`config.mk`:
```
export PLATFORM = sky130hd
export DESIGN_NAME = dot_matrix_decoder
export DESIGN_NICKNAME = d
export VERILOG_FILES = /design/src/rtl/dot_matrix_pkg.sv /design/src/rtl/glyph_match.sv /design/src/rtl/dot_matrix_decoder.sv
export SDC_FILE = /design/constraint.sdc
export NUM_CORES = 1
export LEC_CHECK = 0
export CAP_MARGIN = 0
export CORE_ASPECT_RATIO = 0.7
export CORE_MARGIN = 3
export CORE_UTILIZATION = 30
export DETAILED_ROUTE_END_ITERATION = 8
export MAX_ROUTING_LAYER = met4
export SLEW_MARGIN = 30
export SYNTH_ARGS = -nofsm -noshare
export SYNTH_HDL_FRONTEND = slang
export SYNTH_HIERARCHICAL = 1
export SYNTH_SLANG_ARGS = --single-unit
```
`constraint.sdc`:
```
create_clock -name clk -period 1.6 [get_ports clk]
set_input_delay 0.16 -clock clk [delete_from_list [all_inputs] [get_ports clk]]
set_output_delay 0.16 -clock clk [all_outputs]
set_load 0.02 [all_outputs]
```
`src/rtl/dot_matrix_pkg.sv`:
```
// Shared definitions for the 5x3 dot-matrix glyph path: frame geometry,
// the font ROM used by both encoder and decoder, and the decoder state encoding.
package dot_matrix_pkg;

  localparam int ROWS    = 5;
  localparam int COLS    = 3;
  localparam int FRAME_W = ROWS * COLS;

  // Frame layout is {A,B,C,D,E}; row A occupies bits 14:12, left pixel is the MSB of each row.
  localparam logic [0:15][FRAME_W-1:0] GLYPH_ROM = {
    15'b111_101_101_101_111,  // 0
    15'b010_110_010_010_111,  // 1
    15'b111_001_111_100_111,  // 2
    15'b111_001_111_001_111,  // 3
    15'b101_101_111_001_001,  // 4
    15'b111_100_111_001_111,  // 5
    15'b111_100_111_101_111,  // 6
    15'b111_001_001_001_001,  // 7
    15'b111_101_111_101_111,  // 8
    15'b111_101_111_001_111,  // 9
    15'b111_101_111_101_101,  // A
    15'b100_100_111_101_111,  // b
    15'b111_100_100_100_111,  // C
    15'b001_001_111_101_111,  // d
    15'b111_100_111_100_111,  // E
    15'b111_100_111_100_100   // F
  };

  typedef enum logic [1:0] {
    ST_COLLECT = 2'd0,
    ST_MATCH   = 2'd1,
    ST_OUT     = 2'd2
  } state_e;

endpackage

```
`src/rtl/glyph_match.sv`:
```
// Combinational glyph lookup: compares a 15-bit frame against every font entry
// in parallel and encodes the hit; no hit yields match=0, code=0.
module glyph_match
  import dot_matrix_pkg::*;
(
  input  logic [FRAME_W-1:0] i_frame,
  output logic               o_match,
  output logic [3:0]         o_code
);

  logic [15:0] w_hit;

  always_comb begin
    for (int i = 0; i < 16; i++) begin
      w_hit[i] = (i_frame == GLYPH_ROM[i]);
    end
  end

  // Font entries are distinct, so priority order only matters for robustness.
  always_comb begin
    o_match = 1'b0;
    o_code  = 4'd0;
    for (int i = 15; i >= 0; i--) begin
      if (w_hit[i]) begin
        o_match = 1'b1;
        o_code  = 4'(i);
      end
    end
  end

endmodule

```
`src/rtl/dot_matrix_decoder.sv`:
```
// Receive side of the 5x3 dot-matrix interface: collects one row per beat,
// rebuilds the frame, and returns the recovered hex code over valid/ready.
module dot_matrix_decoder
  import dot_matrix_pkg::*;
#(
  parameter int CNT_W = 8
) (
  input  logic             clk,
  input  logic             rst_n,
  input  logic             row_valid,
  output logic             row_ready,
  input  logic             row_first,
  input  logic [2:0]       row_data,
  output logic             code_valid,
  input  logic             code_ready,
  output logic [3:0]       code,
  output logic             match,
  output logic [CNT_W-1:0] resync_cnt,
  output logic [1:0]       dbg_state
);

  // Handshakes: a transfer happens on a rising edge where valid and ready are both 1;
  // the source holds its payload stable while valid=1 and ready=0.

  state_e             r_state;
  logic [2:0]         r_idx;
  logic [FRAME_W-1:0] r_frame;
  logic               r_row_ready;
  logic               r_code_valid;
  logic [3:0]         r_code;
  logic               r_match;
  logic [CNT_W-1:0]   r_resync;

  logic               w_accept;
  logic               w_resync_max;
  logic               w_match;
  logic [3:0]         w_code;

  assign w_accept     = row_valid & r_row_ready;
  assign w_resync_max = &r_resync;

  glyph_match u_glyph_match (
    .i_frame (r_frame),
    .o_match (w_match),
    .o_code  (w_code)
  );

  // Rows shift in from the bottom so that after row E the top row sits in bits 14:12.
  always_ff @(posedge clk) begin
    if (!rst_n) begin
      r_state      <= ST_COLLECT;
      r_idx        <= 3'd0;
      r_frame      <= '0;
      r_row_ready  <= 1'b1;
      r_code_valid <= 1'b0;
      r_code       <= 4'd0;
      r_match      <= 1'b0;
      r_resync     <= '0;
    end else begin
      case (r_state)
        ST_COLLECT: begin
          if (w_accept) begin
            if (row_first) begin
              r_frame <= {{(FRAME_W-COLS){1'b0}}, row_data};
              r_idx   <= 3'd1;
              if (r_idx != 3'd0 && !w_resync_max) r_resync <= r_resync + CNT_W'(1);
            end else if (r_idx == 3'd0) begin
              if (!w_resync_max) r_resync <= r_resync + CNT_W'(1);
            end else begin
              r_frame <= {r_frame[FRAME_W-COLS-1:0], row_data};
              if (r_idx == 3'd4) begin
                r_idx       <= 3'd0;
                r_state     <= ST_MATCH;
                r_row_ready <= 1'b0;
              end else begin
                r_idx <= r_idx + 3'd1;
              end
            end
          end
        end
        ST_MATCH: begin
          r_code       <= w_code;
          r_match      <= w_match;
          r_code_valid <= 1'b1;
          r_state      <= ST_OUT;
        end
        ST_OUT: begin
          if (code_ready) begin
            r_code_valid <= 1'b0;
            r_row_ready  <= 1'b1;
            r_state      <= ST_COLLECT;
          end
        end
        default: begin
          r_state     <= ST_COLLECT;
          r_row_ready <= 1'b1;
        end
      endcase
    end
  end

  assign row_ready  = r_row_ready;
  assign code_valid = r_code_valid;
  assign code       = r_code;
  assign match      = r_match;
  assign resync_cnt = r_resync;
  assign dbg_state  = r_state;

endmodule

```
# Word-level counts from Yosys, hierarchy flattened
# Cells that the tools add are included.
dict set report op_classes {
  n_reduce_logical 13
  eq_ne 27
  bitwise_logic 2
  muxes 55
  add_sub_neg 2
}
# op count
set ops {}
lappend ops {{$eq 15x15->1 const B} 14}
lappend ops {{$mux 4} 16}
lappend ops {{$mux 8} 4}
lappend ops {{$mux 15} 2}
lappend ops {{$mux 1} 22}
lappend ops {{$eq 15x13->1 const B} 1}
lappend ops {{$eq 15x14->1 const B} 1}
lappend ops {{$ne 2x2->1 const B} 7}
lappend ops {{$mux 2} 5}
lappend ops {{$reduce_and 5->1} 2}
lappend ops {{$mux 3} 3}
lappend ops {{$add 8x1->8 const B} 1}
lappend ops {{$reduce_and 8->1} 1}
lappend ops {{$pmux 2 s3} 1}
lappend ops {{$reduce_and 6->1} 1}
lappend ops {{$reduce_bool 2->1} 2}
lappend ops {{$add 3x1->3 const B} 1}
lappend ops {{$eq 3x3->1 const B} 1}
lappend ops {{$logic_not 3->1} 1}
lappend ops {{$pmux 1 s3} 1}
lappend ops {{$reduce_and 3->1} 1}
lappend ops {{$reduce_bool 3->1} 1}
lappend ops {{$eq 2x1->1 const B} 1}
lappend ops {{$eq 2x2->1 const B} 1}
lappend ops {{other kinds (8)} 8}
dict set report word_totals {
  out_inout_bits 17
  regBits 35
}

# Depth between registers and ports, before layout
dict set report logic_depth {
  word_depth 17
  mapped_depth 7
}

# Hierarchy
# The synthesis kept the hierarchy.
# module area_per_inst_um2 cells_each n_inst
set by_module_without_submodules {}
lappend by_module_without_submodules {dot_matrix_decoder 1604.0 179 1}
lappend by_module_without_submodules {glyph_match 424.2 65 1}

# Worst setup path after synthesis
# Ideal clock, no wire load.
dict set report synth_timing {
  kind {flip-flop to flip-flop}
  from {reg r_resync[0], in the netlist resync_cnt[0]}
  to {reg r_resync[6], in the netlist resync_cnt[6]}
  n_path_buf 0
  period_less_slack_ps 1831
  arrival_ps 1714
  stages_incl_launch_ff 6
  slack_ps -231
  path_cell_list {dfxtp_1 ha_1 nand3_1 or2_2 or4_1 o211a_1}
}
dict set report synth_between {
  elab_chain_cells 5
  word_cells_on_any_way 11
}
# item line_no
set synth_lines {}
lappend synth_lines {{start: declaration} dot_matrix_decoder.sv:32} ;# logic [CNT_W-1:0] r_resync;
lappend synth_lines {{start signal: assignment} dot_matrix_decoder.sv:66} ;# if (r_idx != 3'd0 && !w_resync_max) r_resync <= r_resync + CNT_W'(1);
lappend synth_lines {{start signal: assignment} dot_matrix_decoder.sv:68} ;# if (!w_resync_max) r_resync <= r_resync + CNT_W'(1);
lappend synth_lines {{parallel branches: the longest is 5 deep, another holds $add 8x1->8} --}
# Parallel ways; which one is timed is not known. The select of a mux whose other input is x is not followed.
# A chain may end at the register's enable or synchronous reset.

# Worst setup path after layout
dict set report layout_timing {
  from {reg r_frame[2]}
  to {reg r_match, in the netlist match}
}
dict set report layout_between {
  elab_chain_cells 17
  word_cells_on_any_way 32
}
# item line_no
set layout_lines {}
lappend layout_lines {{start: declaration} dot_matrix_decoder.sv:27} ;# logic [FRAME_W-1:0] r_frame;
lappend layout_lines {{start signal: assignment} dot_matrix_decoder.sv:64} ;# r_frame <= {{(FRAME_W-COLS){1'b0}}, row_data};
lappend layout_lines {{start signal: assignment} dot_matrix_decoder.sv:70} ;# r_frame <= {r_frame[FRAME_W-COLS-1:0], row_data};
lappend layout_lines {{$eq 15x15->1} glyph_match.sv:15} ;# w_hit[i] = (i_frame == GLYPH_ROM[i]);
lappend layout_lines {{$mux 1 (15 in series)} glyph_match.sv:24} ;# if (w_hit[i]) begin
lappend layout_lines {{$mux 1 (*)} glyph_match.sv:24}
lappend layout_lines {{net w_match} dot_matrix_decoder.sv:36} ;# logic w_match;
lappend layout_lines {{end signal: assignment} dot_matrix_decoder.sv:83} ;# r_match <= w_match;
lappend layout_lines {{end: declaration} dot_matrix_decoder.sv:31} ;# logic r_match;
# The timed path passes the listed nets; every way through them passes the cells marked *.

==> results.md <==
* Status: complete, but fails checks
* Failing checks: setup timing
* R2R setup slack at -0.17 ns
* Post-synth EDFFs at 0
* Average routed wire per standard cell at 13.3 microns
* Pwr dens at 596 nW/um^2
* Via Count at 2019
* Hold_sp: row_data[1]
* Die area at 7800 sq um
* Setup CP Type: register to register
* CTS tree: done
* Cell variety after synth at 53
* Async set-reset flop share out of synthesis at 0%
* RSZ-0062 raised after global routing: true
* CTS Buffer Depth at 2
* Number of DRC markers in iteration 0 at 105
* Most frequent cells in the layout: buf_4, nand2_1, dfxtp_1
* Critical Path AT at 2.01 ns
* Register area share after synthesis at 34.5%
* Placed Instances at 405
* Final WS setup at -0.170 ns
* Crit. End Element: register
* Largest fanout on the critical path at 3
* Area of the mapped netlist at 2030 sq um
* I/O pin cnt at 25
* Fmax achieved at 0.565 GHz
* Buffers on Ports at 24
* Syn. warnings at 6
* Worst-margin pin slew at 0.455 ns
* Slew HR at 69.5%
* Crit path time final at 1.77 ns
* Final setup violation count at 6
* Cts bufs inserted at 5
* Chip width at 104 microns
* Count of state elements after synthesis at 35
* Mapped Nets at 255
* Initial antenna violation count at 0
* Root buffer cell: clkbuf_8
* Worst vdd ir at 0.272 mV
* WP data required at 1.84 ns
* R2R depth at 7
* Post-Synthesis Cells at 244
* Largest net degree at the start of global routing at 42
* Hold Crit Class: input pin to register
* DR vias/cell at 4.84
* Initial Utilization at 31.7%
* Final hold violation count at 0
* H-tree lvl count at 2
* Final Cycle Share at 111%
* # rows at 24
* Min-Delay Path Depth at 3
* P_leak at 1.24 nW
* Hold EP: r_frame[1]
* Total track usage at 14.4%
* Layout cells sized above 1 at 34.0%
* Slew Viols, Final at 0
* Top FF cell, synth: dfxtp_1
* Setup WS pre-CTS at -0.109 ns
* Skew final at 0.0111 ns
* Nets at 337
* Non-Filler Instances at 417
* DP Wirelength at 3930 microns
* Clock Latency Late Sink at 0.29 ns
* Worst-path clk slew at 0.08 ns
* DRC violation count after routing at 0
* Congestion Overflow GR at 0
* 1st-pass router iterations at 4
* R2R Path End: match
* Critical R2R Launch: r_frame[2]
* Vias in the first global route at 1820
* ANT cells at 0
* Commonest non-fill, non-tap cell in the layout: buf_4
* MaxCap Viol Count at 0
* Clk sinks at 35
* Crit path launch type: register
* Drt total wl at 5550 microns
* Avg Cell Area, Syn at 8.31 sq um
* Chip height at 74.8 microns
* Final ANT Viol Nets at 0
* Floorplan core area at 6400 sq um
* First-pass GRT wire length at 8820 microns
* P&R area growth vs syn at 53.4%
* GPL Wtd Cong at 0.848
[layer usage]
metal  routed length (microns)  track usage [%]
met1                      2930             20.7
met2                      2390             20.1
met3                       187             2.83
met4                        49             4.87
met5                         0                -
[flip-flops by register name, indices dropped and copies added (netlist names)]
signal	flops
code_valid	1
r_frame	15
code	4
resync_cnt	8
r_idx	3
match	1
row_ready	1
dbg_state	2
[final cells by class]
cell class | instances | area (sq um)
Fill cell | 616 | 3280
Clock inverter | 1 | 5.00
Sequential cell | 35 | 719
Timing Repair Buffer | 86 | 757
Multi-Input combinational cell | 190 | 1400
Tap cell | 91 | 114
Clock buffer | 6 | 82.6
Inverter | 8 | 30.0
[cell families after synthesis]
group / Yosys count / share of synthesized area [%]
compound gates: 46 / 16.2
xor+xnor: 2 / 1.23
fa+ha+maj: 3 / 1.85
buf+inv: 19 / 3.83
flops: 35 / 34.5
mux: 11 / 5.43
simple gates: 128 / 37.0
[power breakdown]
part	internal [mW]	leakage, nW	switching [mW]
Clock	0.338	0.0470	0.335
Sequential	0.885	0.288	0.0143
Combinational	0.151	0.906	0.132
[worst max-delay path, stage by stage, from the launching register on]
cell and delay (ns):
dfxtp_2 0.33, or4_4 0.56, nor4_4 0.39, a41o_1 0.15, nor4_1 0.05, nand4_1 0.07
mux2i_1 0.07, nor2b_1 0.11
[cell usage after synthesis (all sizes together), types with 2 or more instances]
cell,n,area [sq um]
o31ai,2,15.0
and2b,3,23.8
nand2,37,139
and3,4,26.3
mux2i,11,110
nor2,9,33.8
xnor2,2,25.0
a21o,2,15.0
a21boi,20,150
nand2b,6,37.5
nor3b,3,22.5
nand4bb,2,22.5
nor3,11,55.1
and2,2,13.8
nor4,5,46.3
dfxtp,35,701
nand4b,3,26.3
or4,3,26.3
nand4,6,37.5
nand3,8,40.0
buf,2,10.0
ha,3,37.5
o211ai,2,15.0
clkbuf,9,37.5
inv,8,30.0
nand3b,13,97.6
o21ai,8,40.0
a21oi,4,23.8
nor2b,6,37.5
[repair_timing]
| item | CTS | global route |
|---|---|---|
| hold buffers | 0 | 0 |
| pin swaps | 4 | 13 |
| endpoints found under the setup margin | 8 | 13 |
| setup buffers | 3 | 3 |
| gates resized for setup | 5 | 25 |
[through the flow]
step           power (mW)  hold WS, ns  utilization (%)  setup TNS (ns)  instance area (sq um)
6_report             1.86        0.424             48.7          -0.608                   3110
5_1_grt              1.94        0.465             48.7           -1.25                   3110
4_1_cts              1.86        0.429             46.8          -0.351                   2990
3_5_place_dp         1.18        0.452             44.7          -0.519                   2860
3_3_place_gp         1.18        0.433             44.7          -0.429                   2860
2_1_floorplan        1.05        0.305                -         -0.0608                   2090
[worst max path at each step]
stage	from	end	slack, ns
6_report	r_frame[2]	match	-0.17
5_1_grt	r_frame[2]	code[2]	-0.25
4_1_cts	r_frame[14]	match	-0.11
3_5_place_dp	r_frame[8]	match	-0.11
3_3_place_gp	r_frame[8]	match	-0.11
2_1_floorplan	r_frame[14]	match	-0.03
Power figures use the tool's default switching activity.
